===== config.mk =====
export PLATFORM = sky130hd
export DESIGN_NAME = frame_capture_sequencer
export DESIGN_NICKNAME = d
export VERILOG_FILES = /design/src/rtl/cam_pkg.sv /design/src/rtl/sync_edge_detect.sv /design/src/rtl/frame_capture_sequencer.sv
export SDC_FILE = /design/constraint.sdc
export NUM_CORES = 1
export LEC_CHECK = 0
export ABC_CLOCK_PERIOD_IN_PS = 5900
export CAP_MARGIN = 20
export CORE_MARGIN = 2
export CORE_UTILIZATION = 55
export CTS_CLUSTER_DIAMETER = 50
export CTS_CLUSTER_SIZE = 25
export DETAILED_ROUTE_END_ITERATION = 6
export PLACE_DENSITY = 0.95
export SYNTH_ARGS = -nofsm -noshare
export SYNTH_HDL_FRONTEND = slang
export SYNTH_HIERARCHICAL = 1
export SYNTH_SLANG_ARGS = --single-unit

===== constraint.sdc =====
create_clock -name CLK -period 5.9 [get_ports CLK]
set_clock_uncertainty 0.05 [all_clocks]
set_input_delay 1.18 -clock CLK [delete_from_list [all_inputs] [get_ports CLK]]
set_output_delay 1.18 -clock CLK [all_outputs]
set_load 0.05 [all_outputs]

===== src/rtl/cam_pkg.sv =====
// Shared constants and state encoding for the camera frame capture path.
package cam_pkg;

  localparam int unsigned IMG_W   = 176;  // pixels per stored line
  localparam int unsigned IMG_H   = 144;  // lines per stored frame
  localparam int unsigned BANK_AW = 15;   // per-bank address width
  localparam int unsigned CNT_W   = 16;   // FRAME_CNT / DROP_CNT width

  // Row counter must be able to hold IMG_H itself (the saturation value)
  localparam int unsigned ROW_W = $clog2(IMG_H + 1);

  typedef enum logic [1:0] {
    StIdle    = 2'd0,
    StArmed   = 2'd1,
    StCapture = 2'd2,
    StSwap    = 2'd3
  } state_e;

endpackage


===== src/rtl/sync_edge_detect.sv =====
// Single-register edge detector for a signal already in the CLK domain.
module sync_edge_detect (
  input  logic CLK,
  input  logic RST,
  input  logic din,
  output logic rise,
  output logic fall
);

  logic prev_q;

  // Previous-cycle copy of din, cleared by reset
  always_ff @(posedge CLK) begin
    if (RST) prev_q <= 1'b0;
    else     prev_q <= din;
  end

  assign rise = din & ~prev_q;
  assign fall = ~din & prev_q;

endmodule


===== src/rtl/frame_capture_sequencer.sv =====
// Sequences camera frame capture into a ping-pong frame buffer and hands
// completed banks to the frame reader.
module frame_capture_sequencer
  import cam_pkg::*;
(
  input  logic               CLK,
  input  logic               RST,
  input  logic               VSYNC,
  input  logic               HREF,
  input  logic               PIX_WE,
  input  logic [BANK_AW-1:0] PIX_X,
  input  logic               CAP_START,
  input  logic               CAP_ABORT,
  input  logic               CAP_CONT,
  input  logic               RD_BUSY,
  output logic               WR_EN,
  output logic [BANK_AW:0]   WR_ADDR,
  output logic               RD_BANK,
  output logic               FRAME_DONE,
  output logic               BUSY,
  output logic [CNT_W-1:0]   FRAME_CNT,
  output logic [CNT_W-1:0]   DROP_CNT
);

  localparam logic [ROW_W-1:0]   ROW_LIM   = ROW_W'(IMG_H);
  localparam logic [BANK_AW-1:0] LINE_STEP = BANK_AW'(IMG_W);

  logic vsync_rise, vsync_fall, href_rise, href_fall;

  sync_edge_detect u_vsync_edge (
    .CLK  (CLK),
    .RST  (RST),
    .din  (VSYNC),
    .rise (vsync_rise),
    .fall (vsync_fall)
  );

  sync_edge_detect u_href_edge (
    .CLK  (CLK),
    .RST  (RST),
    .din  (HREF),
    .rise (href_rise),
    .fall (href_fall)
  );

  logic unused_edges;
  assign unused_edges = vsync_fall ^ href_rise;

  state_e             state_q, state_d;
  logic               cont_q, cont_d;
  logic [ROW_W-1:0]   row_q, row_d;
  logic [BANK_AW-1:0] base_q, base_d;
  logic               wr_bank_q, wr_bank_d;
  logic               rd_bank_q, rd_bank_d;
  logic               done_q, done_d;
  logic [CNT_W-1:0]   frame_cnt_q, frame_cnt_d;
  logic [CNT_W-1:0]   drop_cnt_q, drop_cnt_d;
  logic               wr_en_q, wr_en_d;
  logic [BANK_AW:0]   wr_addr_q, wr_addr_d;

  // Next-state logic for the capture FSM, line addressing, banks and counters
  always_comb begin
    state_d     = state_q;
    cont_d      = cont_q;
    row_d       = row_q;
    base_d      = base_q;
    wr_bank_d   = wr_bank_q;
    rd_bank_d   = rd_bank_q;
    done_d      = 1'b0;
    frame_cnt_d = frame_cnt_q;
    drop_cnt_d  = drop_cnt_q;

    unique case (state_q)
      StIdle: begin
        if (CAP_START) begin
          cont_d  = CAP_CONT;
          state_d = StArmed;
        end
      end
      StArmed: begin
        // Wait for a frame boundary so a partial frame is never stored
        if (vsync_rise) begin
          row_d   = '0;
          base_d  = '0;
          state_d = StCapture;
        end
      end
      StCapture: begin
        // Frame end wins over a coincident line end
        if (vsync_rise) begin
          state_d = StSwap;
        end else if (href_fall && (row_q < ROW_LIM)) begin
          row_d  = row_q + ROW_W'(1);
          base_d = base_q + LINE_STEP;
        end
      end
      StSwap: begin
        if (!RD_BUSY) begin
          wr_bank_d   = rd_bank_q;
          rd_bank_d   = wr_bank_q;
          done_d      = 1'b1;
          frame_cnt_d = frame_cnt_q + CNT_W'(1);
          row_d       = '0;
          base_d      = '0;
          state_d     = cont_q ? StCapture : StIdle;
        end else if (cont_q) begin
          // Reader still busy: discard this frame and overwrite the same bank
          if (drop_cnt_q != '1) drop_cnt_d = drop_cnt_q + CNT_W'(1);
          row_d   = '0;
          base_d  = '0;
          state_d = StCapture;
        end
      end
      default: state_d = StIdle;
    endcase

    // Abort overrides everything: no publish, banks and counters untouched
    if (CAP_ABORT) begin
      state_d     = StIdle;
      row_d       = row_q;
      base_d      = base_q;
      wr_bank_d   = wr_bank_q;
      rd_bank_d   = rd_bank_q;
      done_d      = 1'b0;
      frame_cnt_d = frame_cnt_q;
      drop_cnt_d  = drop_cnt_q;
    end
  end

  // Write gating and address; registered so WR_EN lags PIX_WE by one cycle
  always_comb begin
    wr_en_d   = PIX_WE && (state_q == StCapture) && (row_q < ROW_LIM) &&
                (PIX_X < LINE_STEP) && !CAP_ABORT;
    wr_addr_d = {wr_bank_q, base_q + PIX_X};
  end

  // State registers with synchronous reset
  always_ff @(posedge CLK) begin
    if (RST) begin
      state_q     <= StIdle;
      cont_q      <= 1'b0;
      row_q       <= '0;
      base_q      <= '0;
      wr_bank_q   <= 1'b0;
      rd_bank_q   <= 1'b1;
      done_q      <= 1'b0;
      frame_cnt_q <= '0;
      drop_cnt_q  <= '0;
      wr_en_q     <= 1'b0;
      wr_addr_q   <= '0;
    end else begin
      state_q     <= state_d;
      cont_q      <= cont_d;
      row_q       <= row_d;
      base_q      <= base_d;
      wr_bank_q   <= wr_bank_d;
      rd_bank_q   <= rd_bank_d;
      done_q      <= done_d;
      frame_cnt_q <= frame_cnt_d;
      drop_cnt_q  <= drop_cnt_d;
      wr_en_q     <= wr_en_d;
      if (wr_en_d) wr_addr_q <= wr_addr_d;
    end
  end

  assign WR_EN      = wr_en_q;
  assign WR_ADDR    = wr_addr_q;
  assign RD_BANK    = rd_bank_q;
  assign FRAME_DONE = done_q;
  assign BUSY       = (state_q != StIdle);
  assign FRAME_CNT  = frame_cnt_q;
  assign DROP_CNT   = drop_cnt_q;

endmodule


==> impl_metrics.ini <==
[clock_network]
clockBufferDepth = 2
clock_tree.root_cell = clkbuf_8
cts_sinks = 76
ctsResizeCount = 0
clkLatencyLatePin_ns = 0.37
cts_max_level = 3
clk_pin_slew_worst_paths_ns = 0.07
cts_setup_buffers = 0
cts_made_buffers = 9
cts_tree = yes
hold_buffers = 0

[global_routing]
grt_max_degree = 60
overflow = 0
grt_usage_pct = 25.0
grt_pass1_vias = 3181
antenna_found_initial = 0
grt_pass1_wl_um = 14600

[layout]
final_cell_mix = dfxtp_1, clkdlybuf4s50_1, nor2_1, nand2_1, a21oi_1
drive_gt1_share_pct = 4.26
final_common_cell = dfxtp_1
stdcell_count = 594
antenna_cells = 0
finalNetCount = 551
num-fill-cells = 481
syn_to_final_growth_pct = 26.2

[worst_setup_path]
r2r-start = row_q[4]$_SDFFE_PP0P_
critical_path_class = input port to register
slowest_delay_ns = 0.91
required_ns = 6.06
worst_r2r_path_depth = 6
worstSetupStartpointType = input port
crit_fanout = 17
reg2reg_to = row_q[7]$_SDFFE_PP0P_
path_cells = clkdlybuf4s50_1 > nor2b_1 > a21oi_2 > a311o_1 > o21ai_1 > nor2_1
arrival_ns = 3.59
end_kind = register
crit_slowest_cell = o21ai_1
reg2reg_slack_ns = 3.40
crit_family = compound AO/OA/AOI/OAI gates
critPathBufInv = 1

[placement]
io_buffers = 75
gp_congestion = 0.948
hpwl_um = 6260
dp_cells = 578

[min_path]
hold_path_class = register to register
min_to = WR_ADDR[0]$_SDFFE_PP0P_
whs_path_depth = 2
worstHoldStart = WR_ADDR[0]$_SDFFE_PP0P_

[sta]
setup-violations-final = 0
finalMaxSlewViolations = 0
fin_crit_ns = 3.43
fmax_mhz = 291
rsz0062_at_grt = no
worstMarginPinSlew_ns = 1.06
maxSlewHeadroom_pct = 28.7
period_share_pct = 58.2
final-hold-violation-count = 0
finalSetupTns_ns = 0

[detailed_routing]
vias = 3538
drc = 0
post_drt_wl_per_cell_um = 15.2
drt_iter0_drc = 225
drt-vias-per-instance = 5.96
ant_nets = 0
drtPass1Iterations = 5
routed_wl_um = 9040

[die]
fp-row-count = 29
core_area_mm2 = 0.00646
die-area_mm2 = 0.00745
die_y_um = 86.3
die_w_um = 86.3
ios = 76
initial_core_util_pct = 57.7

[outcome]
status = finished, final reports clean

[flow_run]
maxCapViolations = 0

[power]
power_per_cell_area_mw_per_mm2 = 208
ir_drop_v = 0.000137
seqPwrFrac_pct = 52.8
clkPwrFrac_pct = 41.8
combPwrFrac_pct = 5.4
switchingPower_w = 0.000223
switching_share_pct = 22.8
internal-power_w = 0.000755
leakage_nw = 1.66

[synth]
synth_warnings = 6
synth.cell_area_mm2 = 0.00373
synth_area_per_cell_um2 = 8.43
syn-instance-count = 442
synthesis.nets = 480
[power by group through the flow]
stage / combinational, W / clock, W / sequential [W]
after floorplan: 0.0000288 / 0 / 0.000527
after global placement: 0.0000504 / 0 / 0.000528
after detailed placement: 0.0000514 / 0 / 0.000528
after CTS: 0.0000520 / 0.000408 / 0.000516
after global routing: 0.0000570 / 0.000433 / 0.000517
final: 0.0000525 / 0.000409 / 0.000516
[sequential cells by signal, indices dropped and copies added (netlist names)]
name                 count
DROP_CNT                16
FRAME_CNT               16
WR_ADDR                 16
base_q                  11
row_q                    8
state_q                  2
FRAME_DONE               1
RD_BANK                  1
WR_EN                    1
cont_q                   1
u_href_edge/prev_q       1
u_vsync_edge/prev_q      1
wr_bank_q                1
[worst max-delay path by stage]
stage	end	cells after the start	slack [ns]	start
global route	base_q[13]$_SDFFE_PP0P_	6	2.35	VSYNC
CTS	base_q[14]$_SDFFE_PP0P_	6	2.47	VSYNC
global placement	row_q[7]$_SDFFE_PP0P_	7	2.25	VSYNC
floorplan	row_q[7]$_SDFFE_PP0P_	7	2.91	VSYNC
detailed placement	row_q[6]$_SDFFE_PP0P_	6	2.15	VSYNC
finish	base_q[14]$_SDFFE_PP0P_	6	2.47	VSYNC
[per-stage QoR]
stage	setup WS, ns	power [W]	utilization (%)	cell area, um2	hold WS, ns
3_3_place_gp	2.25	0.000579	69.6	4490	0.388
6_report	2.47	0.000978	72.8	4700	0.406
3_5_place_dp	2.15	0.000580	69.6	4490	0.396
5_1_grt	2.35	0.00101	72.8	4700	0.425
4_1_cts	2.47	0.000976	72.7	4690	0.407
2_1_floorplan	2.91	0.000556	-	3730	0.376
[worst reg2reg max path, cell delays in order, from the launching register on]
cell,delay [ns]
dfxtp_1,0.35
o31ai_1,0.51
a31oi_1,0.26
buf_4,0.24
or2_1,0.30
or4_1,0.54
a21oi_1,0.16
[layout make-up]
cell class                 count  area [um2]  area share, %
tap                           77        96.3           2.05
clock buffer                  12         155           3.30
clock inverter                 3        46.3          0.985
multi-input combinational    336        2070           44.1
inverter                      13        48.8           1.04
sequential                    76        1520           32.4
timing repair buffer          77         761           16.2
[metal layers]
layer	up-vias	wire, um	GRT usage (%)	share of wire [%]
met5	-	0	0	0
met4	0	224	12.1	2.5
met3	20	604	5.24	6.7
met2	148	4510	42.4	50
met1	1651	3700	30.1	41
li1	1719	-	-	-
(Power assumes the default switching activity.)
